**src/rtl/fir_mac_datapath_if.sv**
```systemverilog
// Strobe/data bundle between the FIR sequencer (master) and the MAC datapath (slave).
// AW must match $clog2(Num_coef) of the attached datapath.
interface fir_mac_datapath_if #(
    parameter int AW     = 5,
    parameter int W_in   = 16,
    parameter int W_coef = 16,
    parameter int W_out  = 16
);
    logic signed [W_in-1:0]   din;
    logic                     ce_Reg;
    logic        [AW-1:0]     addr;
    logic                     rst_Acc;
    logic                     ce_Acc;
    logic                     coef_we;
    logic        [AW-1:0]     coef_addr;
    logic signed [W_coef-1:0] coef_din;
    logic signed [W_out-1:0]  dout;
    logic                     val_out;

    modport master (
        output din, ce_Reg, addr, rst_Acc, ce_Acc, coef_we, coef_addr, coef_din,
        input  dout, val_out
    );

    modport slave (
        input  din, ce_Reg, addr, rst_Acc, ce_Acc, coef_we, coef_addr, coef_din,
        output dout, val_out
    );
endinterface

```
**src/rtl/fir_mac_datapath.sv**
```systemverilog
// Serial multiply-accumulate datapath of the FIR filter: delay line, coefficient memory,
// two-stage MAC pipeline (product, accumulate) and a saturating output stage.
module fir_mac_datapath #(
    parameter int Num_coef = 17,
    parameter int W_in     = 16,
    parameter int W_coef   = 16,
    parameter int W_out    = 16,
    parameter int SHIFT    = 15
) (
    input logic clk,
    input logic rst,
    fir_mac_datapath_if.slave bus
);
    localparam int AW     = $clog2(Num_coef);
    localparam int W_prod = W_in + W_coef;
    localparam int W_acc  = W_prod + AW;
    localparam logic signed [W_acc-1:0] OUT_MAX = {{(W_acc-W_out+1){1'b0}}, {(W_out-1){1'b1}}};
    localparam logic signed [W_acc-1:0] OUT_MIN = {{(W_acc-W_out+1){1'b1}}, {(W_out-1){1'b0}}};

    logic signed [W_in-1:0]   x [Num_coef];
    logic signed [W_coef-1:0] h [Num_coef];

    logic                     addr_ok;
    logic                     addr_last;
    logic                     coef_addr_ok;
    logic signed [W_in-1:0]   x_sel;
    logic signed [W_coef-1:0] h_sel;
    logic signed [W_prod-1:0] prod;

    logic signed [W_prod-1:0] p;
    logic                     v1;
    logic                     c1;
    logic                     l1;

    logic signed [W_acc-1:0]  acc;
    logic signed [W_acc-1:0]  sum;
    logic signed [W_acc-1:0]  shifted;
    logic signed [W_out-1:0]  sat_val;
    logic signed [W_out-1:0]  dout_q;
    logic                     val_q;

    // Range checks widened by one bit so a power-of-two tap count cannot wrap to zero.
    assign addr_ok      = {1'b0, bus.addr} < (AW+1)'(Num_coef);
    assign coef_addr_ok = {1'b0, bus.coef_addr} < (AW+1)'(Num_coef);
    assign addr_last    = bus.addr == AW'(Num_coef - 1);

    assign x_sel = addr_ok ? x[bus.addr] : '0;
    assign h_sel = addr_ok ? h[bus.addr] : '0;
    assign prod  = W_prod'(x_sel) * W_prod'(h_sel);

    always_ff @(posedge clk or negedge rst) begin
        if (!rst) begin
            for (int i = 0; i < Num_coef; i++) x[i] <= '0;
        end else if (bus.ce_Reg) begin
            x[0] <= bus.din;
            for (int i = 1; i < Num_coef; i++) x[i] <= x[i-1];
        end
    end

    // Coefficients survive reset so a reset does not force a reload from the host.
    always_ff @(posedge clk) begin
        if (bus.coef_we && coef_addr_ok) h[bus.coef_addr] <= bus.coef_din;
    end

    always_ff @(posedge clk or negedge rst) begin
        if (!rst) begin
            p  <= '0;
            v1 <= 1'b0;
            c1 <= 1'b0;
            l1 <= 1'b0;
        end else begin
            p  <= (bus.ce_Acc && addr_ok) ? prod : '0;
            v1 <= bus.ce_Acc;
            c1 <= bus.rst_Acc;
            l1 <= bus.ce_Acc && addr_last;
        end
    end

    // A pending clear (c1) makes this term the first of a new sum.
    always_comb begin
        sum     = (c1 ? '0 : acc) + {{AW{p[W_prod-1]}}, p};
        shifted = sum >>> SHIFT;
        sat_val = shifted[W_out-1:0];
        if (shifted > OUT_MAX)      sat_val = OUT_MAX[W_out-1:0];
        else if (shifted < OUT_MIN) sat_val = OUT_MIN[W_out-1:0];
    end

    always_ff @(posedge clk or negedge rst) begin
        if (!rst) begin
            acc    <= '0;
            dout_q <= '0;
            val_q  <= 1'b0;
        end else begin
            if (v1)      acc <= sum;
            else if (c1) acc <= '0;
            if (l1) begin
                dout_q <= sat_val;
                val_q  <= 1'b1;
            end else begin
                val_q  <= 1'b0;
            end
        end
    end

    assign bus.dout    = dout_q;
    assign bus.val_out = val_q;
endmodule

```
**src/flat_wrapper.sv**
```systemverilog
// flat-port wrapper written by rule: the top's interface ports become plain ports
module fir_mac_datapath_flat 
#(
    parameter int Num_coef = 17,
    parameter int W_in     = 16,
    parameter int W_coef   = 16,
    parameter int W_out    = 16,
    parameter int SHIFT    = 15
)
  (clk, rst, bus_din, bus_ce_Reg, bus_addr, bus_rst_Acc, bus_ce_Acc, bus_coef_we, bus_coef_addr, bus_coef_din, bus_dout, bus_val_out);
  fir_mac_datapath_if #(.AW((5)), .W_in(W_in), .W_coef(W_coef), .W_out(W_out)) bus_i ();
  input logic clk;
  input logic rst;
  input wire logic [$bits(bus_i.din)-1:0] bus_din;
  input wire logic [$bits(bus_i.ce_Reg)-1:0] bus_ce_Reg;
  input wire logic [$bits(bus_i.addr)-1:0] bus_addr;
  input wire logic [$bits(bus_i.rst_Acc)-1:0] bus_rst_Acc;
  input wire logic [$bits(bus_i.ce_Acc)-1:0] bus_ce_Acc;
  input wire logic [$bits(bus_i.coef_we)-1:0] bus_coef_we;
  input wire logic [$bits(bus_i.coef_addr)-1:0] bus_coef_addr;
  input wire logic [$bits(bus_i.coef_din)-1:0] bus_coef_din;
  output wire logic [$bits(bus_i.dout)-1:0] bus_dout;
  output wire logic [$bits(bus_i.val_out)-1:0] bus_val_out;
  assign bus_i.din = bus_din;
  assign bus_i.ce_Reg = bus_ce_Reg;
  assign bus_i.addr = bus_addr;
  assign bus_i.rst_Acc = bus_rst_Acc;
  assign bus_i.ce_Acc = bus_ce_Acc;
  assign bus_i.coef_we = bus_coef_we;
  assign bus_i.coef_addr = bus_coef_addr;
  assign bus_i.coef_din = bus_coef_din;
  assign bus_dout = bus_i.dout;
  assign bus_val_out = bus_i.val_out;
  fir_mac_datapath #(.Num_coef(Num_coef), .W_in(W_in), .W_coef(W_coef), .W_out(W_out), .SHIFT(SHIFT)) u_core (.clk(clk), .rst(rst), .bus(bus_i));
endmodule
```
**config.mk**
```make
export PLATFORM = sky130hd
export DESIGN_NAME = fir_mac_datapath_flat
export DESIGN_NICKNAME = d
export VERILOG_FILES = /design/src/rtl/fir_mac_datapath_if.sv /design/src/rtl/fir_mac_datapath.sv /design/src/flat_wrapper.sv
export SDC_FILE = /design/constraint.sdc
export NUM_CORES = 2
export LEC_CHECK = 0
export CORE_ASPECT_RATIO = 1.75
export CORE_MARGIN = 2
export CORE_UTILIZATION = 64
export DETAILED_ROUTE_END_ITERATION = 7
export PLACE_DENSITY = 0.92
export SLEW_MARGIN = 10
export SYNTH_ARGS = -nofsm -noshare
export SYNTH_HDL_FRONTEND = slang
export SYNTH_SLANG_ARGS = --single-unit
```
**constraint.sdc**
```tcl
create_clock -name clk -period 9.7 [get_ports clk]
set_input_delay 1.94 -clock clk [delete_from_list [all_inputs] [get_ports clk]]
set_output_delay 1.94 -clock clk [all_outputs]
set_load 0.02 [all_outputs]
```
==> metrics.cfg <==
[run_status]
status=completed

[global_route]
grt_pass1_wl_mm=144
grt_max_degree=154
grt-ovfl-total=0
antenna_found_initial=0
grt_pass1_vias=26700
grt.total_usage_pct=30.4

[synthesis]
ys_ff_latch=633
synth-edff-count=272
yosys-top-cells-count=361 x dfrtp_1, 327 x inv_1, 313 x mux2_2
synth.most_common_cell=dfrtp_1
yosys.area.top_type_share_pct=24.0
muxShareOfSynthArea_pct=17.4
ys_warn_count=0
synth_top_family_by_area=adder cells
synthTopCellsByArea=dfrtp_1 24%, edfxtp_1 22%, fa_1 14%, mux2_2 9.4%, mux4_2 6.8%
synthFlopType=dfrtp_1
syn_area_sq_um=37600
syn_inst=2867
async_reset_ff_share_pct=57.0
synth_top_cell_by_area=dfrtp_1
avgSynthCellArea_sq_um=13.1
synthSimpleGateAreaFrac_pct=6.82
synth-xor-area-share_pct=1.54
synthAdderAreaFrac_pct=18.0
ys_seq_area_share_pct=45.8
synth.net_count=3296
synth_compound_area_share_pct=5.72
yosysUniqueCellTypes=78

[worst_setup_path]
cpMaxStageDelayCell=mux4_2
cp-end-kind=register
worstSetupStartpoint=bus_addr[0]
worstRegToRegCells=29
arrival_ps=9770
r2r_slack_ps=1740
r2r_end=u_core.p[28]
criticalPathCategory=primary input to register
timing.rr.start=u_core.h[11][3]
start_kind=primary input
cpLargestDelayFamily=adder cells
cp_max_fo=14
critPathBufInv=6
worst_path_most_repeated_cell=fa_1
crit_required_ps=10200
slowest_delay_ps=560

[routing]
vias=23800
wl_mm=89.8
dr.pass1.iters=6
post_drt_wl_per_cell_microns=23.8
vias_per_cell=6.32
ant_nets=0
drc=0
drt_iter0_markers=1767

[floorplan]
die_y_microns=325
ios=65
start_util_pct=64.7
core_sq_um=58100
rows=117
die-area_sq_um=60800
dieWidth_microns=187

[finish]
final_area_sq_um=41400
fin_cells=3769
drive_gt1_share_pct=22.0
fill_cells=3508
nNetsFinal=3378
synthToLayoutAreaGrowth_pct=10.2
diodes=0
fin_util_pct=71.3

[clock_tree]
hold_buffers=0
cts_setup_buffers=0
cts_tree=built
numCtsBuffers=55
root_buffer=clkbuf_16
cts-resized-gates=0
cts.sinks=633
clkLatencyLatePin_ps=640
cts_htree_levels=2
clockBufferDepth=3
path_clk_slew_ps=70

[sta]
maxClockFrequency_mhz=108
max_slew_margin_pct=16.2
min_period_ps=9270
period_share_pct=95.6
clock_skew_ps=33.9
hold_viol_final=0
tightest_slew_ps=1260
setup_slack_ps=427
slew_viol_final=0
rsz0062_at_grt=no
setup_viol=0

[power_and_ir_drop]
power_leakage_nw=17.7
power.density_nw_per_um2=250
peakVddDrop_v=0.000201

[placed_design]
portBuffers=64
place_hpwl_mm=62.5
detailed_place.area_sq_um=39600
gp_congestion=0.921
dp.cells=3665
dp_slack_ps=-280

[run]
drv_cap=0

[hold_path]
hold_path_depth=1
min-delay-path-class=register to register
holdPathEnd=u_core.x[11]
min_from=u_core.x[11]

## layout by cell type, fill, tap and decap left out, drive strengths merged, types with 5 or more instances in the layout
cell	n
nor2b	66
ha	117
o21bai	12
inv	331
nor3	22
o221ai	16
or3	7
o21a	12
nand3	15
a22o	10
nor2	225
nand2	127
clkinv	26
mux2i	48
dfrtp	361
o22ai	23
or2	17
clkdlybuf4s50	58
nand2b	36
a22oi	7
xor2	23
clkbuf	68
a211oi	11
buf	97
xnor2	43
bufinv	7
and3	13
edfxtp	272
a221oi	14
o211ai	9
and2	5
o21ai	62
fa	264
mux4	113
a21oi	62
a31oi	5
mux2	313
nand4	8
a21o	36
## sequential cells by signal, indices dropped and copies added, names as in the netlist
name                count
u_core.acc             37
u_core.x              272
u_core.v1               1
u_core.bus.val_out      1
u_core.c1               1
u_core.h              272
u_core.bus.dout        16
u_core.p               32
u_core.l1               1
## kinds of logic after synthesis
kind of cell    after synthesis
flops                       633
simple gates                551
mux                         474
buf+inv                     461
fa+ha+maj                   381
compound gates              301
xor+xnor                     66
## layout make-up
cell class	count	area, sq um	area share (%)
well taps	773	967	2.33
clock inverters	36	404	0.976
multi-input cells	1773	18600	45.0
repair buffers	155	1520	3.66
flip-flops and latches	633	17200	41.5
inverters	331	1240	3.00
clock buffers	68	1450	3.49
## power breakdown
group / switching, mW / internal (mW) / leakage, nW / total [mW]
Clock: 1.03 / 1.26 / 0.897 / 2.29
Combinational: 2.28 / 1.99 / 9.91 / 4.27
Sequential: 0.425 / 3.36 / 6.89 / 3.79
## worst max path at each step
stage | cells after the start | to | slack (ps)
5_1_grt | 29 | u_core.p[29] | 8
6_report | 29 | u_core.p[29] | 430
2_1_floorplan | 32 | u_core.p[28] | 60
4_1_cts | 28 | u_core.p[29] | 390
3_5_place_dp | 28 | u_core.p[29] | -280
3_3_place_gp | 28 | u_core.p[29] | -20
## per-stage QoR
step	setup TNS [ps]	hold slack, ps	power, mW
final	0	511	10.3
after global routing	0	530	11.0
after CTS	0	514	10.4
after detailed placement	-588	498	8.01
after global placement	-16.1	477	7.71
after floorplan	0	355	6.83
## layer usage
metal	GRT usage [%]	vias up	routed length (microns)
li1	-	10100	-
met1	32.2	12200	29500
met2	56.2	1115	49200
met3	4.33	424	4790
met4	19.6	0	6350
met5	0	-	0
Note: power is estimated with default switching activity, not from simulation.
